===== src/rtl/frame_scheduler.sv =====
// frame_scheduler
//
// Sequences one output frame through the post-DFT chain:
// NoteFinder -> LinearVisualizer -> LED driver.
//
// DFT sample-read pulses are decimated into frame triggers. A settle delay separates each
// trigger from the NoteFinder start. Each stage is started only after the previous stage
// reports completion. The LED driver is never restarted while it is still busy.
//
// Triggers that arrive while a frame is in flight are dropped and counted. A per-stage
// watchdog abandons a frame whose stage never completes.
//
// Parameters:
//   SETTLE_DELAY  cycles from trigger to nfStart (>= 1)
//   DIV_WIDTH     width of frameDiv and of the sample counter
//   TIMEOUT       maximum cycles spent in any wait state before abort
//   CNT_WIDTH     width of dropCount
//
// Ports:
//   clk, rst      clock; synchronous active-high reset
//   enable        allow new frame triggers
//   sampleRead    1-cycle pulse per audio sample consumed by the DFT
//   frameDiv      samples per frame (0 behaves as 1)
//   nfFinished    NoteFinder completion pulse
//   lvDataValid   LinearVisualizer output-valid pulse
//   ledDone       LED driver frame-complete pulse
//   nfStart       1-cycle start pulse to NoteFinder
//   lvStart       1-cycle start pulse to LinearVisualizer
//   ledStart      1-cycle start pulse to the LED driver
//   busy          high whenever state != IDLE
//   ledBusy       LED driver is running a frame
//   timeoutErr    sticky; a watchdog abort has occurred
//   dropCount     saturating count of dropped triggers
//   state         encoded FSM state (debug)
module frame_scheduler #(
    parameter int unsigned SETTLE_DELAY = 4,
    parameter int unsigned DIV_WIDTH    = 8,
    parameter int unsigned TIMEOUT      = 65535,
    parameter int unsigned CNT_WIDTH    = 16
) (
    input  logic                 clk,
    input  logic                 rst,
    input  logic                 enable,
    input  logic                 sampleRead,
    input  logic [DIV_WIDTH-1:0] frameDiv,
    input  logic                 nfFinished,
    input  logic                 lvDataValid,
    input  logic                 ledDone,
    output logic                 nfStart,
    output logic                 lvStart,
    output logic                 ledStart,
    output logic                 busy,
    output logic                 ledBusy,
    output logic                 timeoutErr,
    output logic [CNT_WIDTH-1:0] dropCount,
    output logic [2:0]           state
);

    localparam int unsigned SetW = (SETTLE_DELAY > 1) ? $clog2(SETTLE_DELAY) : 1;
    localparam int unsigned WdW  = (TIMEOUT > 1) ? $clog2(TIMEOUT + 1) : 1;

    localparam logic [SetW-1:0]      SettleLoad = SetW'(SETTLE_DELAY - 1);
    localparam logic [WdW-1:0]       WdLast     = WdW'(TIMEOUT - 1);
    localparam logic [CNT_WIDTH-1:0] DropMax    = {CNT_WIDTH{1'b1}};

    typedef enum logic [2:0] {
        StIdle    = 3'd0,
        StSettle  = 3'd1,
        StNfRun   = 3'd2,
        StLvRun   = 3'd3,
        StLedWait = 3'd4
    } state_e;

    state_e               state_q;
    logic [DIV_WIDTH-1:0] sample_cnt_q;
    logic [SetW-1:0]      settle_q;
    logic [WdW-1:0]       wdog_q;
    logic [CNT_WIDTH-1:0] drop_cnt_q;
    logic                 nf_start_q;
    logic                 lv_start_q;
    logic                 led_start_q;
    logic                 led_busy_q;
    logic                 timeout_err_q;

    logic [DIV_WIDTH-1:0] div_eff;
    logic                 trig;
    logic                 wd_expired;

    // frameDiv == 0 behaves as 1, so every sampleRead is a trigger.
    assign div_eff = (frameDiv == '0) ? DIV_WIDTH'(1) : frameDiv;

    // Using ">=" also fires on the next sample when frameDiv is lowered below the count.
    assign trig = enable && sampleRead && (sample_cnt_q >= (div_eff - DIV_WIDTH'(1)));

    assign wd_expired = (wdog_q == WdLast);

    always_ff @(posedge clk) begin
        if (rst) begin
            state_q       <= StIdle;
            sample_cnt_q  <= '0;
            settle_q      <= '0;
            wdog_q        <= '0;
            drop_cnt_q    <= '0;
            nf_start_q    <= 1'b0;
            lv_start_q    <= 1'b0;
            led_start_q   <= 1'b0;
            led_busy_q    <= 1'b0;
            timeout_err_q <= 1'b0;
        end else begin
            // Start pulses are single-cycle unless re-asserted below.
            nf_start_q  <= 1'b0;
            lv_start_q  <= 1'b0;
            led_start_q <= 1'b0;

            if (!enable) begin
                sample_cnt_q <= '0;
            end else if (sampleRead) begin
                sample_cnt_q <= trig ? '0 : sample_cnt_q + DIV_WIDTH'(1);
            end

            // A trigger is dropped in any non-idle state, including the cycle the FSM
            // is returning to IDLE.
            if (trig && (state_q != StIdle) && (drop_cnt_q != DropMax)) begin
                drop_cnt_q <= drop_cnt_q + CNT_WIDTH'(1);
            end

            // ledDone clears ledBusy; a ledStart issued in the same cycle overrides below.
            if (ledDone) begin
                led_busy_q <= 1'b0;
            end

            unique case (state_q)
                StIdle: begin
                    wdog_q <= '0;
                    if (trig) begin
                        state_q  <= StSettle;
                        settle_q <= SettleLoad;
                    end
                end

                StSettle: begin
                    if (settle_q == '0) begin
                        nf_start_q <= 1'b1;
                        state_q    <= StNfRun;
                        wdog_q     <= '0;
                    end else begin
                        settle_q <= settle_q - SetW'(1);
                    end
                end

                StNfRun: begin
                    if (nfFinished) begin
                        lv_start_q <= 1'b1;
                        state_q    <= StLvRun;
                        wdog_q     <= '0;
                    end else if (wd_expired) begin
                        state_q       <= StIdle;
                        timeout_err_q <= 1'b1;
                        wdog_q        <= '0;
                    end else begin
                        wdog_q <= wdog_q + WdW'(1);
                    end
                end

                StLvRun: begin
                    if (lvDataValid) begin
                        wdog_q <= '0;
                        // A ledDone in this cycle frees the driver in time for the new start.
                        if (!led_busy_q || ledDone) begin
                            led_start_q <= 1'b1;
                            led_busy_q  <= 1'b1;
                            state_q     <= StIdle;
                        end else begin
                            state_q <= StLedWait;
                        end
                    end else if (wd_expired) begin
                        state_q       <= StIdle;
                        timeout_err_q <= 1'b1;
                        wdog_q        <= '0;
                    end else begin
                        wdog_q <= wdog_q + WdW'(1);
                    end
                end

                StLedWait: begin
                    if (ledDone) begin
                        led_start_q <= 1'b1;
                        led_busy_q  <= 1'b1;
                        state_q     <= StIdle;
                        wdog_q      <= '0;
                    end else if (wd_expired) begin
                        // A driver that never finishes is presumed dead; release it.
                        state_q       <= StIdle;
                        timeout_err_q <= 1'b1;
                        led_busy_q    <= 1'b0;
                        wdog_q        <= '0;
                    end else begin
                        wdog_q <= wdog_q + WdW'(1);
                    end
                end

                default: begin
                    state_q <= StIdle;
                    wdog_q  <= '0;
                end
            endcase
        end
    end

    assign nfStart    = nf_start_q;
    assign lvStart    = lv_start_q;
    assign ledStart   = led_start_q;
    assign busy       = (state_q != StIdle);
    assign ledBusy    = led_busy_q;
    assign timeoutErr = timeout_err_q;
    assign dropCount  = drop_cnt_q;
    assign state      = state_q;

endmodule


===== config.mk =====
export PLATFORM = sky130hd
export DESIGN_NAME = frame_scheduler
export DESIGN_NICKNAME = d
export VERILOG_FILES = /design/src/rtl/frame_scheduler.sv
export SDC_FILE = /design/constraint.sdc
export NUM_CORES = 1
export LEC_CHECK = 0
export ABC_CLOCK_PERIOD_IN_PS = 7400
export BUFFER_PORTS_ARGS = -buffer_cell sky130_fd_sc_hd__buf_4
export CAP_MARGIN = 10
export CORE_UTILIZATION = 60
export CTS_BUF_LIST = sky130_fd_sc_hd__clkbuf_16
export DETAILED_ROUTE_END_ITERATION = 6
export PLACE_DENSITY = 0.91
export SLEW_MARGIN = 20
export SYNTH_ARGS = -nofsm -noshare
export SYNTH_HDL_FRONTEND = slang
export SYNTH_SLANG_ARGS = --single-unit

===== constraint.sdc =====
create_clock -name clk -period 7.4 [get_ports clk]
set_input_delay 0.37 -clock clk [delete_from_list [all_inputs] [get_ports clk]]
set_output_delay 0.37 -clock clk [all_outputs]
set_load 0.01 [all_outputs]

# --- After elaboration in Yosys (flattened, before gate mapping) ---
# Index checks and enable logic that the tools add are counted.
op_classes:
  n_reduce_logical: 18
  n_eq_ne: 12
  n_addsub: 5
  n_mux: 36
  bitwise_logic: 3
  n_lt_le_gt_ge: 1
ops:
  columns: ["cell", "n"]
  rows:
  - ["16-bit two-way mux", 5]
  - ["16-bit case mux with 4 select lines", 1]
  - ["16-bit by 1-bit adder with 16-bit output, second input constant", 2]
  - ["3-bit two-way mux", 7]
  - ["16-bit == test, second input constant", 1]
  - ["8-bit two-way mux", 2]
  - ["16-bit inequality test, second input constant", 1]
  - ["3-bit case mux with 5 select lines", 1]
  - ["1-bit two-way mux", 14]
  - ["2-bit inequality test, second input constant", 6]
  - ["8-bit by 1-bit adder with 8-bit output, second input constant", 1]
  - ["8-bit >= comparator", 1]
  - ["8-bit zero test", 1]
  - ["8-bit by 1-bit subtractor with 8-bit output, second input constant", 1]
  - ["3-bit by 2-bit == test with 1-bit output, second input constant", 2]
  - ["3-bit nonzero test", 2]
  - ["2-bit OR reduction", 3]
  - ["1-bit logical AND", 4]
  - ["2-bit two-way mux", 2]
  - ["1-bit case mux with 2 select lines", 2]
  - ["2-bit case mux with 2 select lines", 1]
  - ["4-bit AND reduction", 1]
  - ["3-bit by 1-bit == test with 1-bit output, second input constant", 1]
  - ["3-bit == test, second input constant", 1]
  - ["10 further kinds", 12]
word_totals:
  reg_bits: 50
  elab_cells: 85

# --- Longest topological paths before layout ---
depth:
  depth_word: 7
  ltp_mapped: 13
  mapped_depth_nobuf: 12

# --- Worst setup path after synthesis ---
# Ideal clock, no wire load.
synth_path:
  path_type: "input -> register"
  from: "input frameDiv[3]"
  to: "register drop_cnt_q[1], in the netlist dropCount[1]"
  t_arrival_ns: 2.844
  path_buffers: 1
  path_stages: 13
  t_required_ns: 7.330
  slack_ns: 4.485
  setup_time_ns: 0.070
  path_cell_list: "nor4_1 a31oi_1 ha_1 nand2b_1 nor4_1 xnor2_1 ha_1 nand2_1 o21ai_0 a32oi_4 clkbuf_2 or3b_1 a21oi_1"
synth_via:
  elab_chain_cells: 7
synth_rtl:
  columns: ["item", "line_no", "source"]
  rows:
  - ["start: declaration", "45", "input logic [DIV_WIDTH-1:0] frameDiv,"]
  - ["8-bit zero test", "90", "assign div_eff = (frameDiv == '0) ? DIV_WIDTH'(1) : frameDiv;"]
  - ["8-bit two-way mux *", "90", null]
  - ["8-bit by 1-bit subtractor with 8-bit output *", "93", "assign trig = enable && sampleRead && (sample_cnt_q >= (div_eff - DIV_WIDTH'(1)));"]
  - ["8-bit >= comparator *", "93", null]
  - ["1-bit logical AND *", "93", null]
  - ["1-bit logical AND * (2 in series)", "123", "if (trig && (state_q != StIdle) && (drop_cnt_q != DropMax)) begin"]
  - ["end signal: assignment", "124", "drop_cnt_q <= drop_cnt_q + CNT_WIDTH'(1);"]
  - ["end: declaration", "78", "logic [CNT_WIDTH-1:0] drop_cnt_q;"]
# Every way passes the cells marked *; elsewhere a longest branch is shown, timed or not.
# A chain may end at the register's enable or synchronous reset.

# --- Worst setup path after layout ---
layout_path:
  from: "input frameDiv[3]"
  to: "register sample_cnt_q[3]"
layout_via:
  elab_chain_cells: 6
layout_rtl:
  columns: ["item", "line_no", "source"]
  rows:
  - ["8-bit zero test", "90", null]
  - ["8-bit two-way mux *", "90", null]
  - ["8-bit by 1-bit subtractor with 8-bit output *", "93", null]
  - ["8-bit >= comparator *", "93", null]
  - ["1-bit logical AND *", "93", null]
  - ["8-bit two-way mux *", "118", "sample_cnt_q <= trig ? '0 : sample_cnt_q + DIV_WIDTH'(1);"]
  - ["end signal: assignment", "118", null]
  - ["end: declaration", "75", "logic [DIV_WIDTH-1:0] sample_cnt_q;"]
# Marked as above.

==> results.ini <==
[run_status]
status = finished clean

[layout]
final_cell_area_um2 = 3230
diodes = 0
areaGrowthSynthToFinish_pct = 15.8
final_layout_size_suffix_gt1_share_pct = 15.1
nFillCells = 321
nNetsFinal = 398

[synthesis]
synth_top_area_cell = dfxtp_1
ys_ff_latch = 50
synth_area_leaders = dfxtp_1 (36%), ha_1 (6.3%), nor2_1 (5.4%)
yosys_warnings = 0
synth.top_cell.area_share_pct = 35.9
syn_avg_cell_area_um2 = 8.27
synthCells = 337
synth.distinct_cells = 53
synth_seq_area_share_pct = 35.9
syn_area_um2 = 2790
synthArstFlopShare_pct = 0
syn_nets = 366
synth_edf_count = 0
synthFlopType = dfxtp_1

[sta]
tns_ps = 0
max_freq_mhz = 299
hold_viol = 0
tightest_slew_ps = 850
slew_headroom_pct = 43.4
rsz0062_at_grt = false
post-route-period-util_pct = 45.2
finalMaxSlewViolations = 0
finalSetupViolCount = 0
clock_skew_ps = 5.91
fin_crit_ps = 3340

[route]
wl_met3_um = 286
ant_nets = 0
routedWlPerCell_um = 15.2
wl_um = 6400
drt_iter0_markers = 302
dr_wl_met2_um = 3220
met1_length_um = 2750
top_layer = met4
first_pass_iters = 4
num_vias = 2606
remaining_drc_errors = 0
vias_per_cell = 6.18

[clocking]
cts_buffer_depth = 2
clock_latency_ps = 290
htree_levels = 2
cts_tree = done
cts_buffers = 5
ctsRootBufferMaster = clkbuf_16
clock_sinks = 50
post_cts_buffers = 0
hold_buffers = 0
clk_pin_slew_worst_paths_ps = 60
cts-resized-gates = 0

[floorplanning]
die_h_um = 70.2
die_area_um2 = 4920
coreArea_um2 = 4410
io_pins = 40
start_util_pct = 63.2
die_w_um = 70.2
rows = 24

[global_route]
grt_max_degree = 37
grt_pass1_wl_um = 11000
overflow = 0
antenna_found_initial = 0
grt_pass1_vias = 2445
track_usage_pct = 27.6

[worst_setup_path]
worstSetupStartpointType = input pin
required_ps = 7620
path_max_fanout = 36
crit_type = input pin to flip-flop
worstPathArrival_ps = 3560
cp-end-kind = flip-flop

[placement]
place_area_um2 = 3060
routabilityCongestion = 0.865
port_buffers = 39
place_hpwl_um = 4480

[run]
cap_violations = 0

[worst_hold_path]
hp-class = input pin to flip-flop

[power_and_ir_drop]
vdd_ir_drop_max_uv = 149
p_total_uw = 573
leakage_uw = 0.00118
powerDensity_nw_per_um2 = 178

==> area by class of cell <==
cell class                      count  area (µm²)  area share, %
Clock buffer                        5         125           3.88
Clock inverter                      3        37.5           1.16
Inverter                           14        52.6           1.63
Multi-Input combinational cell    258        1650           51.0
Sequential cell                    50        1000           31.0
Tap cell                           52        65.1           2.02
Timing Repair Buffer               40         300           9.31
==> flip-flops by register name (all words and copies together) (netlist names) <==
signal,count
sample_cnt_q,8
settle_q,2
timeoutErr,1
dropCount,16
lvStart,1
ledStart,1
ledBusy,1
nfStart,1
state,3
wdog_q,16
==> report_power, final <==
group / internal [µW] / switching (µW)
Combinational: 18.4 / 27.1
Clock: 157 / 95.4
Sequential: 271 / 4.18
Total: 447 / 127
==> cells in the mapped netlist, drive strengths merged (2+ instances only) <==
cell	instances
a31oi	3
inv	14
xor2	13
nor2b	3
nand2b	7
nand4	20
xnor2	9
or3	12
dfxtp	50
nor4	5
clkbuf	5
nor2	40
a21oi	26
a22oi	2
nor4b	3
a211oi	2
and4	2
and2	3
nor3	12
nand3	12
nand2	27
a2111oi	2
o31a	3
and3	3
o21ai	17
buf	10
or4	3
o31ai	2
ha	14
==> critical path: stages <==
cell      delay [ps]
buf_4            130
nor4_1           360
a31oi_1          230
ha_1             270
nand2b_1         120
nor4_1            60
xnor2_1          120
ha_1             280
nand2_1          120
o21ai_0          180
a32oi_4          770
nand3b_1         350
nor2_1           190
==> path summary, 6_finish.rpt <==
check | startpoint | end | slack (ps) | cells past startpoint
worst max-delay path | frameDiv[3] | sample_cnt_q[3] | 4060 | 13
worst max register to register | sample_cnt_q[0] | sample_cnt_q[3] | 4730 | 7
worst min register to register | timeoutErr | timeoutErr | 470 | 2
worst min-delay path | nfFinished | lvStart | 390 | 3
==> cell usage in the layout, fill, tap and decap left out, types with 5 or more instances in the layout <==
cell / Yosys / layout
a21oi_1: 26 / 26
xnor2_1: 9 / 9
nor4_1: 5 / 5
ha_1: 14 / 14
buf_4: 3 / 40
nor3_1: 11 / 11
nor2_1: 40 / 40
clkbuf_16: 0 / 5
nand2b_1: 7 / 7
or3_1: 12 / 12
o21ai_0: 16 / 16
nand4_1: 19 / 19
xor2_1: 13 / 13
nand2_1: 25 / 25
inv_1: 14 / 16
dfxtp_1: 50 / 50
nand3_1: 12 / 12
==> through the flow <==
step,std cells,worst slack [ps],hold slack (ps),util [%]
floorplan,337,4490,452,-
global route,422,3760,397,73.1
CTS,422,4060,383,73.1
detailed placement,414,3760,468,69.4
finish,422,4060,387,73.1
global placement,414,4000,458,69.4
==> cell families after synthesis <==
logic type | Yosys count | synth area share (%)
AOI/OAI and AO/OA | 66 | 15.8
xor gates and xnor gates | 22 | 6.91
muxes | 1 | 0.538
buffers and inverters | 29 | 5.07
DFF | 50 | 35.9
adders and majority gates | 14 | 6.28
and+or+nand+nor | 155 | 29.4
==> metal layers <==
metal	GRT usage, %	vias to the layer above
met5	0	-
met4	12.0	0
met2	47.2	74
li1	-	1281
met3	5.34	15
met1	33.5	1236
Note: power is estimated with default switching activity, not from simulation.
